<file path="src/rtl/alarm_time_ctrl_pkg.sv">
// alarm_pkg: shared types and width helpers for the alarm set-point/ring controller.
//   alarm_state_e : alarm engine states
//   rep_cnt_w()   : auto-repeat hold counter width from max(REP_DLY, REP_PER)
//   min_cnt_w()   : snooze/ring minute counter width from max(SNOOZE_MIN, RING_MIN)
package alarm_pkg;

    localparam int unsigned STATE_W = 2;

    typedef enum logic [STATE_W-1:0] {
        IDLE    = 2'd0,
        RINGING = 2'd1,
        SNOOZED = 2'd2
    } alarm_state_e;

    function automatic int unsigned max_u(input int unsigned a, input int unsigned b);
        return (a > b) ? a : b;
    endfunction

    // Enough bits to hold the larger of the two repeat thresholds.
    function automatic int unsigned rep_cnt_w(input int unsigned dly, input int unsigned per);
        return $clog2(max_u(dly, per) + 1);
    endfunction

    // Enough bits to hold the larger of the two minute reload values.
    function automatic int unsigned min_cnt_w(input int unsigned snz, input int unsigned ring);
        return $clog2(max_u(snz, ring) + 1);
    endfunction

endpackage

</file>
<file path="src/rtl/alarm_time_ctrl_if.sv">
// alarm_time_ctrl_if: button/time inputs and set-point/buzzer outputs of alarm_time_ctrl.
//   master : button synchroniser / time-of-day side (drives inputs, reads outputs)
//   slave  : alarm_time_ctrl side
interface alarm_time_ctrl_if #(
    parameter int unsigned MIN_W = 6,
    parameter int unsigned HR_W  = 5
);
    logic             SETUP;
    logic             MIN_ADV;
    logic             HR_ADV;
    logic             ALARM_EN;
    logic             SNOOZE;
    logic             MIN_TICK;
    logic [MIN_W-1:0] TIME_MIN;
    logic [HR_W-1:0]  TIME_HR;
    logic [MIN_W-1:0] MINUTES;
    logic [HR_W-1:0]  HOURS;
    logic             RING;
    logic             SNOOZING;

    modport master (
        output SETUP, MIN_ADV, HR_ADV, ALARM_EN, SNOOZE, MIN_TICK, TIME_MIN, TIME_HR,
        input  MINUTES, HOURS, RING, SNOOZING
    );

    modport slave (
        input  SETUP, MIN_ADV, HR_ADV, ALARM_EN, SNOOZE, MIN_TICK, TIME_MIN, TIME_HR,
        output MINUTES, HOURS, RING, SNOOZING
    );

endinterface

</file>
<file path="src/rtl/alarm_time_ctrl_adv_ctr.sv">
// alarm_adv_ctr: one set-point channel. Rising-edge advance, auto-repeat while held,
// modulo-MOD wrap.
//   C, CLR_N : clock, async active-low reset
//   EN       : advance enable (set mode)
//   BTN      : advance button level
//   VAL      : registered set-point value
module alarm_adv_ctr
    import alarm_pkg::*;
#(
    parameter int unsigned W       = 6,
    parameter int unsigned MOD     = 60,
    parameter int unsigned REP_DLY = 500,
    parameter int unsigned REP_PER = 100
) (
    input  logic         C,
    input  logic         CLR_N,
    input  logic         EN,
    input  logic         BTN,
    output logic [W-1:0] VAL
);

    localparam int unsigned RW = rep_cnt_w(REP_DLY, REP_PER);

    if (64'(MOD) > (64'(1) << W)) begin : g_bad_mod
        $error("alarm_adv_ctr: MOD exceeds 2**W");
    end
    if (MOD < 1 || REP_DLY < 1 || REP_PER < 1) begin : g_bad_rep
        $error("alarm_adv_ctr: MOD, REP_DLY and REP_PER must be >= 1");
    end

    logic          btn_q, btn_d;
    logic          edge_q, edge_d;
    logic          armed_q, armed_d;
    logic          phase_q, phase_d;
    logic [RW-1:0] hold_q, hold_d;
    logic [W-1:0]  val_q, val_d;

    logic rise_c, held_c, fire_c, inc_c;

    // Edge detect, hold counting and value update. armed_q is only set by a fresh
    // rising edge in set mode, so a button already down when set mode begins never repeats.
    // phase_q selects the initial REP_DLY wait versus the REP_PER repeat period.
    always_comb begin
        btn_d   = BTN;
        rise_c  = EN & BTN & ~btn_q;
        held_c  = EN & BTN & (armed_q | rise_c);
        fire_c  = EN & BTN & armed_q &
                  (phase_q ? (hold_q == RW'(REP_PER)) : (hold_q == RW'(REP_DLY)));
        edge_d  = rise_c;
        armed_d = held_c;
        phase_d = held_c & (phase_q | fire_c);
        hold_d  = '0;
        if (held_c) begin
            hold_d = fire_c ? RW'(1) : (hold_q + RW'(1));
        end
        inc_c = EN & (edge_q | fire_c);
        val_d = val_q;
        if (inc_c) begin
            val_d = (val_q == W'(MOD - 1)) ? '0 : (val_q + W'(1));
        end
    end

    // Channel state registers.
    always_ff @(posedge C or negedge CLR_N) begin
        if (!CLR_N) begin
            btn_q   <= 1'b0;
            edge_q  <= 1'b0;
            armed_q <= 1'b0;
            phase_q <= 1'b0;
            hold_q  <= '0;
            val_q   <= '0;
        end else begin
            btn_q   <= btn_d;
            edge_q  <= edge_d;
            armed_q <= armed_d;
            phase_q <= phase_d;
            hold_q  <= hold_d;
            val_q   <= val_d;
        end
    end

    assign VAL = val_q;

endmodule

</file>
<file path="src/rtl/alarm_time_ctrl.sv">
// alarm_time_ctrl: alarm minute/hour set-points plus ring/snooze/timeout engine.
//   C, CLR_N : clock, async active-low reset
//   bus      : slave side of alarm_time_ctrl_if (buttons, time-of-day in;
//              MINUTES/HOURS set-points, RING, SNOOZING out, all registered)
module alarm_time_ctrl
    import alarm_pkg::*;
#(
    parameter int unsigned MIN_W      = 6,
    parameter int unsigned HR_W       = 5,
    parameter int unsigned MIN_MOD    = 60,
    parameter int unsigned HR_MOD     = 24,
    parameter int unsigned REP_DLY    = 500,
    parameter int unsigned REP_PER    = 100,
    parameter int unsigned SNOOZE_MIN = 9,
    parameter int unsigned RING_MIN   = 5
) (
    input  logic              C,
    input  logic              CLR_N,
    alarm_time_ctrl_if.slave  bus
);

    localparam int unsigned CW = min_cnt_w(SNOOZE_MIN, RING_MIN);

    localparam logic [STATE_W-1:0] ST_IDLE    = STATE_W'(IDLE);
    localparam logic [STATE_W-1:0] ST_RINGING = STATE_W'(RINGING);
    localparam logic [STATE_W-1:0] ST_SNOOZED = STATE_W'(SNOOZED);

    if (SNOOZE_MIN < 1 || RING_MIN < 1) begin : g_bad_min
        $error("alarm_time_ctrl: SNOOZE_MIN and RING_MIN must be >= 1");
    end

    logic [MIN_W-1:0] minutes;
    logic [HR_W-1:0]  hours;

    // Minute and hour set-point channels; minute wrap does not carry into hours.
    alarm_adv_ctr #(
        .W       (MIN_W),
        .MOD     (MIN_MOD),
        .REP_DLY (REP_DLY),
        .REP_PER (REP_PER)
    ) u_min (
        .C     (C),
        .CLR_N (CLR_N),
        .EN    (bus.SETUP),
        .BTN   (bus.MIN_ADV),
        .VAL   (minutes)
    );

    alarm_adv_ctr #(
        .W       (HR_W),
        .MOD     (HR_MOD),
        .REP_DLY (REP_DLY),
        .REP_PER (REP_PER)
    ) u_hr (
        .C     (C),
        .CLR_N (CLR_N),
        .EN    (bus.SETUP),
        .BTN   (bus.HR_ADV),
        .VAL   (hours)
    );

    logic [STATE_W-1:0] state_q, state_d;
    logic [CW-1:0]      cnt_q, cnt_d;
    logic               snz_btn_q, snz_btn_d;
    logic               ring_q, ring_d;
    logic               snoozing_q, snoozing_d;

    logic match_c, snz_rise_c;

    // Alarm engine next state. Disarm/set-mode override beats everything; in RINGING
    // a snooze edge beats a same-cycle timeout. cnt_q holds minutes left in the
    // current RINGING or SNOOZED period.
    always_comb begin
        state_d    = state_q;
        cnt_d      = cnt_q;
        snz_btn_d  = bus.SNOOZE;
        snz_rise_c = bus.SNOOZE & ~snz_btn_q;
        match_c    = bus.MIN_TICK & (bus.TIME_MIN == minutes) & (bus.TIME_HR == hours);

        if (!bus.ALARM_EN || bus.SETUP) begin
            state_d = ST_IDLE;
            cnt_d   = '0;
        end else begin
            case (state_q)
                ST_IDLE: begin
                    if (match_c) begin
                        state_d = ST_RINGING;
                        cnt_d   = CW'(RING_MIN);
                    end
                end
                ST_RINGING: begin
                    if (snz_rise_c) begin
                        state_d = ST_SNOOZED;
                        cnt_d   = CW'(SNOOZE_MIN);
                    end else if (bus.MIN_TICK) begin
                        if (cnt_q == CW'(1)) begin
                            state_d = ST_IDLE;
                            cnt_d   = '0;
                        end else begin
                            cnt_d = cnt_q - CW'(1);
                        end
                    end
                end
                ST_SNOOZED: begin
                    if (bus.MIN_TICK) begin
                        if (cnt_q == CW'(1)) begin
                            state_d = ST_RINGING;
                            cnt_d   = CW'(RING_MIN);
                        end else begin
                            cnt_d = cnt_q - CW'(1);
                        end
                    end
                end
                default: begin
                    state_d = ST_IDLE;
                    cnt_d   = '0;
                end
            endcase
        end

        ring_d     = (state_d == ST_RINGING);
        snoozing_d = (state_d == ST_SNOOZED);
    end

    // Engine registers; RING/SNOOZING are flopped decodes of the next state.
    always_ff @(posedge C or negedge CLR_N) begin
        if (!CLR_N) begin
            state_q    <= ST_IDLE;
            cnt_q      <= '0;
            snz_btn_q  <= 1'b0;
            ring_q     <= 1'b0;
            snoozing_q <= 1'b0;
        end else begin
            state_q    <= state_d;
            cnt_q      <= cnt_d;
            snz_btn_q  <= snz_btn_d;
            ring_q     <= ring_d;
            snoozing_q <= snoozing_d;
        end
    end

    assign bus.MINUTES  = minutes;
    assign bus.HOURS    = hours;
    assign bus.RING     = ring_q;
    assign bus.SNOOZING = snoozing_q;

endmodule

</file>
<file path="src/flat_wrapper.sv">
// flat-port wrapper written by rule: the top's interface ports become plain ports
module alarm_time_ctrl_flat import alarm_pkg::*;
#(
    parameter int unsigned MIN_W      = 6,
    parameter int unsigned HR_W       = 5,
    parameter int unsigned MIN_MOD    = 60,
    parameter int unsigned HR_MOD     = 24,
    parameter int unsigned REP_DLY    = 500,
    parameter int unsigned REP_PER    = 100,
    parameter int unsigned SNOOZE_MIN = 9,
    parameter int unsigned RING_MIN   = 5
)
  (C, CLR_N, bus_SETUP, bus_MIN_ADV, bus_HR_ADV, bus_ALARM_EN, bus_SNOOZE, bus_MIN_TICK, bus_TIME_MIN, bus_TIME_HR, bus_MINUTES, bus_HOURS, bus_RING, bus_SNOOZING);
  alarm_time_ctrl_if #(.MIN_W(MIN_W), .HR_W(HR_W)) bus_i ();
  input  logic C;
  input  logic CLR_N;
  input wire logic [$bits(bus_i.SETUP)-1:0] bus_SETUP;
  input wire logic [$bits(bus_i.MIN_ADV)-1:0] bus_MIN_ADV;
  input wire logic [$bits(bus_i.HR_ADV)-1:0] bus_HR_ADV;
  input wire logic [$bits(bus_i.ALARM_EN)-1:0] bus_ALARM_EN;
  input wire logic [$bits(bus_i.SNOOZE)-1:0] bus_SNOOZE;
  input wire logic [$bits(bus_i.MIN_TICK)-1:0] bus_MIN_TICK;
  input wire logic [$bits(bus_i.TIME_MIN)-1:0] bus_TIME_MIN;
  input wire logic [$bits(bus_i.TIME_HR)-1:0] bus_TIME_HR;
  output wire logic [$bits(bus_i.MINUTES)-1:0] bus_MINUTES;
  output wire logic [$bits(bus_i.HOURS)-1:0] bus_HOURS;
  output wire logic [$bits(bus_i.RING)-1:0] bus_RING;
  output wire logic [$bits(bus_i.SNOOZING)-1:0] bus_SNOOZING;
  assign bus_i.SETUP = bus_SETUP;
  assign bus_i.MIN_ADV = bus_MIN_ADV;
  assign bus_i.HR_ADV = bus_HR_ADV;
  assign bus_i.ALARM_EN = bus_ALARM_EN;
  assign bus_i.SNOOZE = bus_SNOOZE;
  assign bus_i.MIN_TICK = bus_MIN_TICK;
  assign bus_i.TIME_MIN = bus_TIME_MIN;
  assign bus_i.TIME_HR = bus_TIME_HR;
  assign bus_MINUTES = bus_i.MINUTES;
  assign bus_HOURS = bus_i.HOURS;
  assign bus_RING = bus_i.RING;
  assign bus_SNOOZING = bus_i.SNOOZING;
  alarm_time_ctrl #(.MIN_W(MIN_W), .HR_W(HR_W), .MIN_MOD(MIN_MOD), .HR_MOD(HR_MOD), .REP_DLY(REP_DLY), .REP_PER(REP_PER), .SNOOZE_MIN(SNOOZE_MIN), .RING_MIN(RING_MIN)) u_core (.C(C), .CLR_N(CLR_N), .bus(bus_i));
endmodule
</file>
<file path="config.mk">
export PLATFORM = sky130hd
export DESIGN_NAME = alarm_time_ctrl_flat
export DESIGN_NICKNAME = d
export VERILOG_FILES = /design/src/rtl/alarm_time_ctrl_pkg.sv /design/src/rtl/alarm_time_ctrl_if.sv /design/src/rtl/alarm_time_ctrl_adv_ctr.sv /design/src/rtl/alarm_time_ctrl.sv /design/src/flat_wrapper.sv
export SDC_FILE = /design/constraint.sdc
export NUM_CORES = 1
export LEC_CHECK = 0
export BUFFER_PORTS_ARGS = -buffer_cell sky130_fd_sc_hd__buf_2
export CAP_MARGIN = 0
export CORE_MARGIN = 3
export CORE_UTILIZATION = 54
export CTS_CLUSTER_DIAMETER = 30
export DETAILED_ROUTE_END_ITERATION = 8
export GPL_TIMING_DRIVEN = 0
export PLACE_DENSITY = 0.77
export SYNTH_ARGS = -nofsm -noshare
export SYNTH_HDL_FRONTEND = slang
export SYNTH_SLANG_ARGS = --single-unit
</file>
<file path="constraint.sdc">
create_clock -name C -period 6 [get_ports C]
set_input_delay 0.3 -clock C [delete_from_list [all_inputs] [get_ports C]]
set_output_delay 0.3 -clock C [all_outputs]
set_load 0.02 [all_outputs]
</file>
==> results.sh, run 1 <==
export IMPL_layout_commonest_cell="dfrtp_1"
export IMPL_swShare=0.298
export IMPL_fin_ws_ns=3.90
export IMPL_fin_hold_ws_ns=0.121
export IMPL_area_delta_synth_final_pct=13.6
export IMPL_drt_initial_drc_count=84
export IMPL_layout_drive_gt1_share=0.171
export IMPL_regArea_sq_mm=0.00115
export IMPL_io_pins=32
export IMPL_io_buffers=31
export IMPL_syn_inst=242
export IMPL_clockRootBuffer="clkbuf_8"
export IMPL_vdd_ir_drop_worst_uv=207
export IMPL_drcViolationCount=0
export IMPL_cts_tree="yes"
export IMPL_path_max_fanout=5
export IMPL_ctsResizeCount=0
export IMPL_synth_async_sr_flop_share=1.00
export IMPL_synth_area_leader_cell="dfrtp_1"
export IMPL_yosysSeqAreaShare=0.474
export IMPL_worst_pin_slew_ns=0.989
export IMPL_critPathLaunchType="register"
export IMPL_overflow=0
export IMPL_nets=307
export IMPL_die_w_um=73.1
export IMPL_ant_nets=0
export IMPL_p_int_uw=514
export IMPL_synth_area_leaders="dfrtp_1 (47%), xnor2_1 (5.4%), ha_1 (4.1%), xor2_1 (4.0%), nor2_1 (3.7%)"
export IMPL_p_leak_uw=0.00125
export IMPL_worst_ep_arrival_time_ns=2.29
export IMPL_power_uw=732
export IMPL_power_frac_comb=0.192
export IMPL_core_area_sq_mm=0.00417
export IMPL_rsz0062_at_grt="false"
export IMPL_path_class="reg2reg"
export IMPL_fmax_mhz=475
export IMPL_clock_latency_ns=0.30
export IMPL_ys_warn_count=0
export IMPL_p_sw_uw=218
export IMPL_layout_common_cells="dfrtp_1 (46), buf_2 (32), nor2_1 (24)"
export IMPL_multi_input_area_sq_mm=0.00121
export IMPL_cp_end_kind="register"
export IMPL_grt_pass1_wl_um=7760
export IMPL_status="completed"
export IMPL_cts_made_buffers=5
export IMPL_start_util=0.582
export IMPL_grt_total_usage=0.186
export IMPL_grt_start_max_net_pins=47
export IMPL_cts_num_sinks=46
export IMPL_worstSetupStartpoint="u_core.u_min.hold_q[4]$_DFF_PN0_"
export IMPL_p_seq_frac=0.489
export IMPL_grt_pass1_vias=1744
export IMPL_place_hpwl_um=3290
export IMPL_syn_cell_area_sq_mm=0.00243
export IMPL_synth_edf_count=0
export IMPL_cts_buffer_depth=2
export IMPL_fin_crit_ns=2.10
export IMPL_slowest_delay_ns=0.56
export IMPL_dr_pass1_iters=4
export IMPL_cpMaxStageDelayCell="or4b_4"
export IMPL_ys_seq_elements=46
export IMPL_r2r_start="u_core.u_min.hold_q[4]$_DFF_PN0_"
export IMPL_dieArea_sq_mm=0.00534
export IMPL_antenna_cells=0
export IMPL_power_density_mw_per_mm2=265
export IMPL_hold_path_class="in2reg"
export IMPL_cap_violations=0
export IMPL_period_share=0.351
export IMPL_clk_pin_slew_ns=0.09
export IMPL_synthFlopType="dfrtp_1"
export IMPL_nFillCells=350
export IMPL_die_h_um=73.1
export IMPL_synth_nets=269
export IMPL_post_cts_buffers=0
export IMPL_holdBufCountCts=0
export IMPL_final_setup_viol_count=0
export IMPL_avgViaCountPerCell=5.66
export IMPL_utilization=0.661
export IMPL_critPathCapture="u_core.u_min.VAL[4]$_DFFE_PN0P_"
export IMPL_clock_power_share=0.318
export IMPL_hold_violations=0
export IMPL_antenna_found_initial=0
export IMPL_r2r_slack_ns=3.90
export IMPL_final_setup_tns_ns=0
export IMPL_num_rows=23
export IMPL_wirelength_um=4530
export IMPL_drv_slew=0
export IMPL_place_congestion=0.797
export IMPL_post_synth_cell_area_avg_sq_um=10.0
export IMPL_path_cells="or4b_4 > a2111oi_4 > o21ai_1 > o21ai_0 > o31ai_1"
export IMPL_synth_cell_type_count=42
export IMPL_skew_ns=0.00973
export IMPL_wl_per_cell_um=13.7
export IMPL_htreeDepth=2
export IMPL_vias=1873
export IMPL_dp_slack_ns=3.92
export IMPL_cp_required_ns=6.19
export IMPL_reg2reg_to="u_core.u_min.VAL[4]$_DFFE_PN0P_"
export IMPL_slew_headroom=0.341
export IMPL_synth_top_area_frac=0.474
export IMPL_worstRegToRegCells=5
==> power groups by stage <==
stage | Combinational, uW | Clock (uW) | Sequential (uW)
6_report | 141 | 233 | 358
5_1_grt | 158 | 253 | 362
4_1_cts | 143 | 241 | 358
3_5_place_dp | 142 | 0 | 364
2_1_floorplan | 71.0 | 0 | 383
3_3_place_gp | 138 | 0 | 364
==> layout make-up <==
class	count	share of cell area
clock buffers	5	0.0249
clock inverters	3	0.0159
repair buffers	31	0.0562
plain buffers	5	0.00725
inverters	12	0.0163
multi-input cells	179	0.440
well taps	50	0.0227
flip-flops and latches	46	0.417
==> worst max-delay path, delay by kind of cell (launching register included) <==
| kind | cells | cell delay (ns) |
|---|---|---|
| flops | 1 | 0.43 |
| compound gates | 4 | 1.01 |
| simple gates | 1 | 0.56 |
==> cell usage after synthesis, types with 2 or more instances <==
library cell,number
and2_1,3
and3_1,5
nand2_1,18
nor2b_1,7
a21boi_0,2
nand2b_1,6
xnor2_1,15
a21oi_1,7
a31oi_1,2
clkbuf_1,4
xor2_1,11
nor3_1,4
mux2i_1,7
nand4_1,6
inv_1,12
nand4b_1,2
o21ai_1,3
ha_1,8
o31ai_1,4
dfrtp_1,46
o21ai_0,9
mux2_2,3
nor2_1,24
nand3_1,13
o21a_1,3
and4b_1,2
==> through the flow <==
step | area (sq um) | std cells
2_1_floorplan | 2430 | 242
3_3_place_gp | 2650 | 323
3_5_place_dp | 2650 | 323
4_1_cts | 2760 | 331
5_1_grt | 2760 | 331
6_report | 2760 | 331
==> state kept, by name, summed over array words and instances, names as in the netlist <==
register,count
u_core.u_hr.hold_q,9
u_core.state_q,2
u_core.u_min.phase_q,1
u_core.u_hr.armed_q,1
u_core.u_min.armed_q,1
u_core.u_min.VAL,6
u_core.cnt_q,4
u_core.u_hr.btn_q,1
u_core.u_min.edge_q,1
u_core.bus.RING,1
u_core.bus.SNOOZING,1
u_core.u_min.hold_q,9
u_core.snz_btn_q,1
u_core.u_min.btn_q,1
u_core.u_hr.VAL,5
u_core.u_hr.phase_q,1
u_core.u_hr.edge_q,1
==> how the worst min path moves through the flow <==
stage / cells after the start / start / end
2_1_floorplan: 0 / CLR_N / u_core.bus.RING$_DFF_PN0_
3_3_place_gp: 1 / u_core.u_hr.btn_q$_DFF_PN0_ / u_core.u_hr.edge_q$_DFF_PN0_
3_5_place_dp: 1 / u_core.u_hr.btn_q$_DFF_PN0_ / u_core.u_hr.edge_q$_DFF_PN0_
4_1_cts: 1 / bus_SNOOZE / u_core.snz_btn_q$_DFF_PN0_
5_1_grt: 1 / bus_SNOOZE / u_core.snz_btn_q$_DFF_PN0_
6_report: 1 / bus_SNOOZE / u_core.snz_btn_q$_DFF_PN0_
==> kinds of logic (layout without fill, tap and decap cells) <==
logic type,Yosys count,count (layout),synth area share
AOI/OAI and AO/OA,38,38,0.112
xor gates and xnor gates,26,26,0.0937
DFF,46,46,0.474
muxes,11,11,0.0474
buffers and inverters,17,56,0.0268
adders and majority gates,8,8,0.0412
and+or+nand+nor,96,96,0.205
==> metal layers <==
metal  share of wire  GRT usage  vias up
li1                -          -      919
met2            0.47      0.294       39
met5               0          0        -
met4           0.010     0.0594        0
met3           0.053     0.0496        5
met1            0.46      0.248      910
Power figures use the tool's default switching activity.
==> run 2: changes to the inputs <==
--- a/config.mk
+++ b/config.mk
@@ -8,11 +8,11 @@
 export BUFFER_PORTS_ARGS = -buffer_cell sky130_fd_sc_hd__buf_2
 export CAP_MARGIN = 0
 export CORE_MARGIN = 3
-export CORE_UTILIZATION = 54
+export CORE_UTILIZATION = 52
 export CTS_CLUSTER_DIAMETER = 30
 export DETAILED_ROUTE_END_ITERATION = 8
 export GPL_TIMING_DRIVEN = 0
-export PLACE_DENSITY = 0.77
+export PLACE_DENSITY = 0.78
 export SYNTH_ARGS = -nofsm -noshare
 export SYNTH_HDL_FRONTEND = slang
 export SYNTH_SLANG_ARGS = --single-unit
==> constraint.sdc (replaced) <==
create_clock -name C -period 1.7 [get_ports C]
set_input_delay 0.085 -clock C [delete_from_list [all_inputs] [get_ports C]]
set_output_delay 0.085 -clock C [all_outputs]
set_load 0.02 [all_outputs]
==> results.sh, run 2 (synthesis gave the netlist of run 1 again) <==
export IMPL_skew_ns=0.00766
export IMPL_htreeDepth=2
export IMPL_path_cells="or4b_4 > a2111oi_4 > buf_4 > nor2_4 > mux2_4"
export IMPL_period_share=1.11
export IMPL_final_setup_tns_ns=-2.25
export IMPL_rsz0062_at_grt="true"
export IMPL_power_frac_comb=0.201
export IMPL_layout_common_cells="dfrtp_1 (45), buf_2 (31), nor2_1 (23)"
export IMPL_layout_commonest_cell="dfrtp_1"
export IMPL_utilization=0.667
export IMPL_nets=323
export IMPL_avgViaCountPerCell=5.51
export IMPL_path_class="reg2reg"
export IMPL_status="finished with violations"
export IMPL_dieArea_sq_mm=0.00553
export IMPL_io_pins=32
export IMPL_clockRootBuffer="clkbuf_8"
export IMPL_fmax_mhz=528
export IMPL_layout_drive_gt1_share=0.251
export IMPL_fin_crit_ns=1.89
export IMPL_stdcell_count=347
export IMPL_die_h_um=74.4
export IMPL_clock_power_share=0.269
export IMPL_core_area_sq_mm=0.00444
export IMPL_cp_end_kind="register"
export IMPL_power_density_mw_per_mm2=837
export IMPL_drv_slew=0
export IMPL_dr_pass1_iters=4
export IMPL_p_leak_uw=0.00135
export IMPL_worst_pin_slew_ns=1.01
export IMPL_power_uw=2480
export IMPL_grt_met3_usage=0.0419
export IMPL_fin_ws_ns=-0.193
export IMPL_grt_start_max_net_pins=47
export IMPL_use_met2=0.340
export IMPL_cpMaxStageDelayCell="or4b_4"
export IMPL_slowest_delay_ns=0.55
export IMPL_slew_headroom=0.327
export IMPL_grt_total_usage=0.197
export IMPL_grt_pass1_wl_um=8210
export IMPL_grt_pass1_vias=1830
export IMPL_place_inst=325
export IMPL_hold_path_class="in2reg"
export IMPL_vdd_ir_drop_worst_uv=662
export IMPL_place_congestion=0.848
export IMPL_cts_num_sinks=46
export IMPL_final_setup_viol_count=15
export IMPL_p_seq_frac=0.530
export IMPL_hold_violations=0
export IMPL_wirelength_um=4990
export IMPL_worst_ep_arrival_time_ns=2.08
export IMPL_top_usage_layer="met2"
export IMPL_start_util=0.547
export IMPL_path_max_fanout=7
export IMPL_nFillCells=351
export IMPL_place_hpwl_um=3430
export IMPL_use_met1=0.245
export IMPL_wl_per_cell_um=14.4
export IMPL_num_rows=24
export IMPL_io_buffers=31
export IMPL_ant_nets=0
export IMPL_drcViolationCount=0
export IMPL_cp_required_ns=1.89
export IMPL_area_delta_synth_final_pct=22.0
export IMPL_p_int_uw=1710
export IMPL_p_sw_uw=775
export IMPL_critPathLaunchType="register"
export IMPL_cts_tree="yes"
export IMPL_cts_buffer_depth=2
export IMPL_cts_made_buffers=5
export IMPL_drt_initial_drc_count=69
export IMPL_antenna_cells=0
export IMPL_die_w_um=74.4
export IMPL_clk_pin_slew_ns=0.08
export IMPL_cap_violations=0
export IMPL_violations="negative setup slack"
export IMPL_antenna_found_initial=0
export IMPL_vias=1913
export IMPL_overflow=0
export IMPL_swShare=0.312
export IMPL_clock_latency_ns=0.30
-- run 2: cell count changes in the layout (fill, tap and decap cells not counted), moves of 2 or more --
cell           delta
o21ai_0           -2
dlygate4sd3_1     +4
clkbuf_1          -3
buf_4            +16
-- run 2: what timing repair did --
item / 4_1_cts / 5_1_grt
gates resized for setup: 7 / 10
endpoints found under the setup margin: 27 / 32
hold buffers: 4 / 0
buffers inserted: 9 / 7
endpoints found under the hold margin: 49 / 0
pin swaps: 9 / 8
-- run 2: final cells by class --
type / count / area, sq um / share of cell area
Multi-Input combinational cell: 179 / 1300 / 0.439
Tap cell: 52 / 65.1 / 0.0219
Inverter: 12 / 45.0 / 0.0152
Buffer: 1 / 3.75 / 0.00127
Sequential cell: 46 / 1150 / 0.389
Timing Repair Buffer: 51 / 315 / 0.106
Clock buffer: 6 / 82.6 / 0.0278
-- run 2: stage by stage --
stage | hold WS (ns) | area, sq um | worst slack [ns]
6_report | 0.103 | 2970 | -0.193
5_1_grt | 0.125 | 2970 | -0.242
4_1_cts | 0.0939 | 2880 | -0.257
3_5_place_dp | 0.207 | 2660 | -0.322
3_3_place_gp | 0.204 | 2660 | -0.280
2_1_floorplan | -0.211 | 2440 | -0.169
-- run 2: layer usage --
metal	wire length, um	share of wire
met1	2180	0.44
met2	2500	0.50
met3	201	0.040
met4	111	0.022
met5	0	0
-- run 2: critical path: cells and delay by family, from the launching register on --
family	cells	cell delay, ns
AOI/OAI and AO/OA	1	0.29
DFF	1	0.39
muxes	1	0.30
and+or+nand+nor	2	0.61
buffers and inverters	1	0.20
-- run 2: path summary, 6_finish.rpt --
path,startpoint,endpoint,slack (ns),depth (start not counted)
max reg2reg,u_core.u_min.hold_q[8]$_DFF_PN0_,u_core.u_min.VAL[1]$_DFFE_PN0P_,-0.19,5
max,u_core.u_min.hold_q[8]$_DFF_PN0_,u_core.u_min.VAL[1]$_DFFE_PN0P_,-0.19,5
min in group asynchronous,CLR_N,u_core.bus.RING$_DFF_PN0_,0.49,2
min reg2reg,u_core.u_hr.btn_q$_DFF_PN0_,u_core.u_hr.edge_q$_DFF_PN0_,0.43,1
max in group asynchronous,CLR_N,u_core.u_hr.hold_q[4]$_DFF_PN0_,0.51,2
min,bus_SETUP,u_core.u_hr.edge_q$_DFF_PN0_,0.10,3
-- run 2: power groups by stage --
stage / logic [uW] / registers, uW / clock network [uW]
4_1_cts: 513 / 1290 / 691
3_3_place_gp: 507 / 1280 / 0
2_1_floorplan: 267 / 1350 / 0
3_5_place_dp: 527 / 1290 / 0
6_report: 498 / 1320 / 667
5_1_grt: 547 / 1330 / 727
==> run 3: changes to the inputs <==
--- a/config.mk
+++ b/config.mk
@@ -7,12 +7,14 @@
 export LEC_CHECK = 0
 export BUFFER_PORTS_ARGS = -buffer_cell sky130_fd_sc_hd__buf_2
 export CAP_MARGIN = 0
+export CELL_PAD_IN_SITES_DETAIL_PLACEMENT = 1
+export CELL_PAD_IN_SITES_GLOBAL_PLACEMENT = 1
 export CORE_MARGIN = 3
-export CORE_UTILIZATION = 52
+export CORE_UTILIZATION = 40
 export CTS_CLUSTER_DIAMETER = 30
 export DETAILED_ROUTE_END_ITERATION = 8
 export GPL_TIMING_DRIVEN = 0
-export PLACE_DENSITY = 0.78
+export PLACE_DENSITY = 0.77
 export SYNTH_ARGS = -nofsm -noshare
 export SYNTH_HDL_FRONTEND = slang
 export SYNTH_SLANG_ARGS = --single-unit
==> results.sh, run 3 (synthesis gave the netlist of run 1 again) <==
export IMPL_status="finished with violations"
export IMPL_violations="negative hold slack, negative setup slack"
export IMPL_antenna_cells=0
export IMPL_drcViolationCount=0
export IMPL_grt_pass1_wl_um=10400
export IMPL_path_cells="or4b_4 > a2111oi_4 > buf_4 > nor2_4 > mux2_4"
export IMPL_power_density_mw_per_mm2=848
export IMPL_avgViaCountPerCell=5.38
export IMPL_grt_total_usage=0.180
export IMPL_layout_drive_gt1_share=0.265
export IMPL_placed_cell_area_sq_mm=0.00269
export IMPL_vdd_ir_drop_worst_uv=359
export IMPL_cts_tree="yes"
export IMPL_start_util=0.428
export IMPL_die_h_um=83.9
export IMPL_cap_violations=0
export IMPL_worst_pin_slew_ns=1.05
export IMPL_area_delta_synth_final_pct=23.2
export IMPL_vias=1969
export IMPL_worst_ep_arrival_time_ns=2.14
export IMPL_wl_per_cell_um=16.2
export IMPL_hold_path_class="in2async"
export IMPL_cp_end_kind="register"
export IMPL_r2r_slack_ns=-0.24
export IMPL_r2r_start="u_core.u_min.hold_q[7]$_DFF_PN0_"
export IMPL_clock_latency_ns=0.30
export IMPL_place_congestion=0.822
export IMPL_layout_common_cells="dfrtp_1 (45), buf_2 (31), nand2_1 (18), nor2_1 (18), xnor2_1 (15)"
export IMPL_fin_ws_ns=-0.245
export IMPL_antenna_found_initial=0
export IMPL_worstSetupStartpoint="u_core.u_min.hold_q[7]$_DFF_PN0_"
export IMPL_place_hpwl_um=3990
export IMPL_slowest_delay_ns=0.55
export IMPL_period_share=1.14
export IMPL_final_setup_viol_count=19
export IMPL_drt_initial_drc_count=41
export IMPL_overflow=0
export IMPL_cts_num_sinks=46
export IMPL_cpMaxStageDelayCell="or4b_4"
export IMPL_dr_pass1_iters=4
export IMPL_num_rows=27
export IMPL_cts_buffer_depth=2
export IMPL_worstRegToRegCells=5
export IMPL_fin_crit_ns=1.94
export IMPL_hold_violations=46
export IMPL_p_leak_uw=0.00134
export IMPL_drv_slew=0
export IMPL_slew_headroom=0.297
export IMPL_critPathLaunchType="register"
export IMPL_nets=320
export IMPL_skew_ns=0.00895
export IMPL_critPathCapture="u_core.u_min.VAL[1]$_DFFE_PN0P_"
export IMPL_reg2reg_to="u_core.u_min.VAL[1]$_DFFE_PN0P_"
export IMPL_dieArea_sq_mm=0.00705
export IMPL_htreeDepth=2
export IMPL_stdcell_area_sq_mm=0.00299
export IMPL_core_area_sq_mm=0.00568
export IMPL_clk_pin_slew_ns=0.09
export IMPL_die_w_um=83.9
export IMPL_fmax_mhz=514
export IMPL_fin_hold_ws_ns=-0.0307
export IMPL_ant_nets=0
export IMPL_cts_made_buffers=5
export IMPL_cp_required_ns=1.89
export IMPL_io_buffers=31
export IMPL_layout_commonest_cell="dfrtp_1"
export IMPL_path_max_fanout=7
export IMPL_wirelength_um=5940
export IMPL_clockRootBuffer="clkbuf_8"
export IMPL_grt_start_max_net_pins=47
export IMPL_io_pins=32
export IMPL_path_class="reg2reg"
export IMPL_rsz0062_at_grt="true"
export IMPL_grt_pass1_vias=2107
==> run 3: routing by layer <==
layer | GRT usage | wire length, um | vias to the layer above
li1 | - | - | 939
met1 | 0.229 | 2630 | 982
met2 | 0.308 | 3000 | 37
met3 | 0.0296 | 166 | 11
met4 | 0.0658 | 129 | 0
met5 | 0 | 0 | -
==> run 3: worst min-delay path by stage <==
stage	start	endpoint	slack [ns]
3_3_place_gp	bus_SNOOZE	u_core.snz_btn_q$_DFF_PN0_	0.21
2_1_floorplan	CLR_N	u_core.bus.RING$_DFF_PN0_	-0.21
5_1_grt	CLR_N	u_core.u_min.armed_q$_DFF_PN0_	0.05
6_report	CLR_N	u_core.u_min.armed_q$_DFF_PN0_	-0.03
3_5_place_dp	bus_SNOOZE	u_core.snz_btn_q$_DFF_PN0_	0.21
4_1_cts	CLR_N	u_core.u_min.hold_q[0]$_DFF_PN0_	0.004
==> run 3: worst max-delay path, delay by kind of cell, from the launching register on <==
kind / cells / cell delay, ns
buf+inv: 1 / 0.20
flops: 1 / 0.40
compound gates: 1 / 0.32
mux: 1 / 0.30
simple gates: 2 / 0.61
==> run 3: report_power, final <==
part | total, uW | switching [uW] | internal [uW]
clock network | 707 | 378 | 329
registers | 1330 | 154 | 1170
logic | 504 | 285 | 219
total | 2540 | 817 | 1720
==> run 3: final cells by class <==
type	instances	area, sq um
multi-input cells	179	1320
inverters	12	45.0
clock buffers	7	86.3
fillers	661	2680
well taps	72	90.1
flip-flops and latches	46	1150
plain buffers	1	3.75
clock inverters	1	5.00
repair buffers	48	290
==> run 3: stage by stage <==
stage               setup WS [ns]  instances  TNS (ns)   util  total power, uW
global route               -0.305        366     -3.97  0.527             2680
floorplan                  -0.169        242     -1.14      -             1620
CTS                        -0.279        363     -2.43  0.516             2570
finish                     -0.245        366     -2.23  0.527             2540
global placement           -0.279        345     -3.71  0.473             1800
detailed placement         -0.313        345     -4.80  0.473             1840
==> run 3: timing repair <==
item,CTS,global route
setup endpoints to repair,28,24
hold buffers,3,0
pin swaps,13,8
setup buffers,10,5
resized for setup,13,10
hold endpoints to repair,3,0
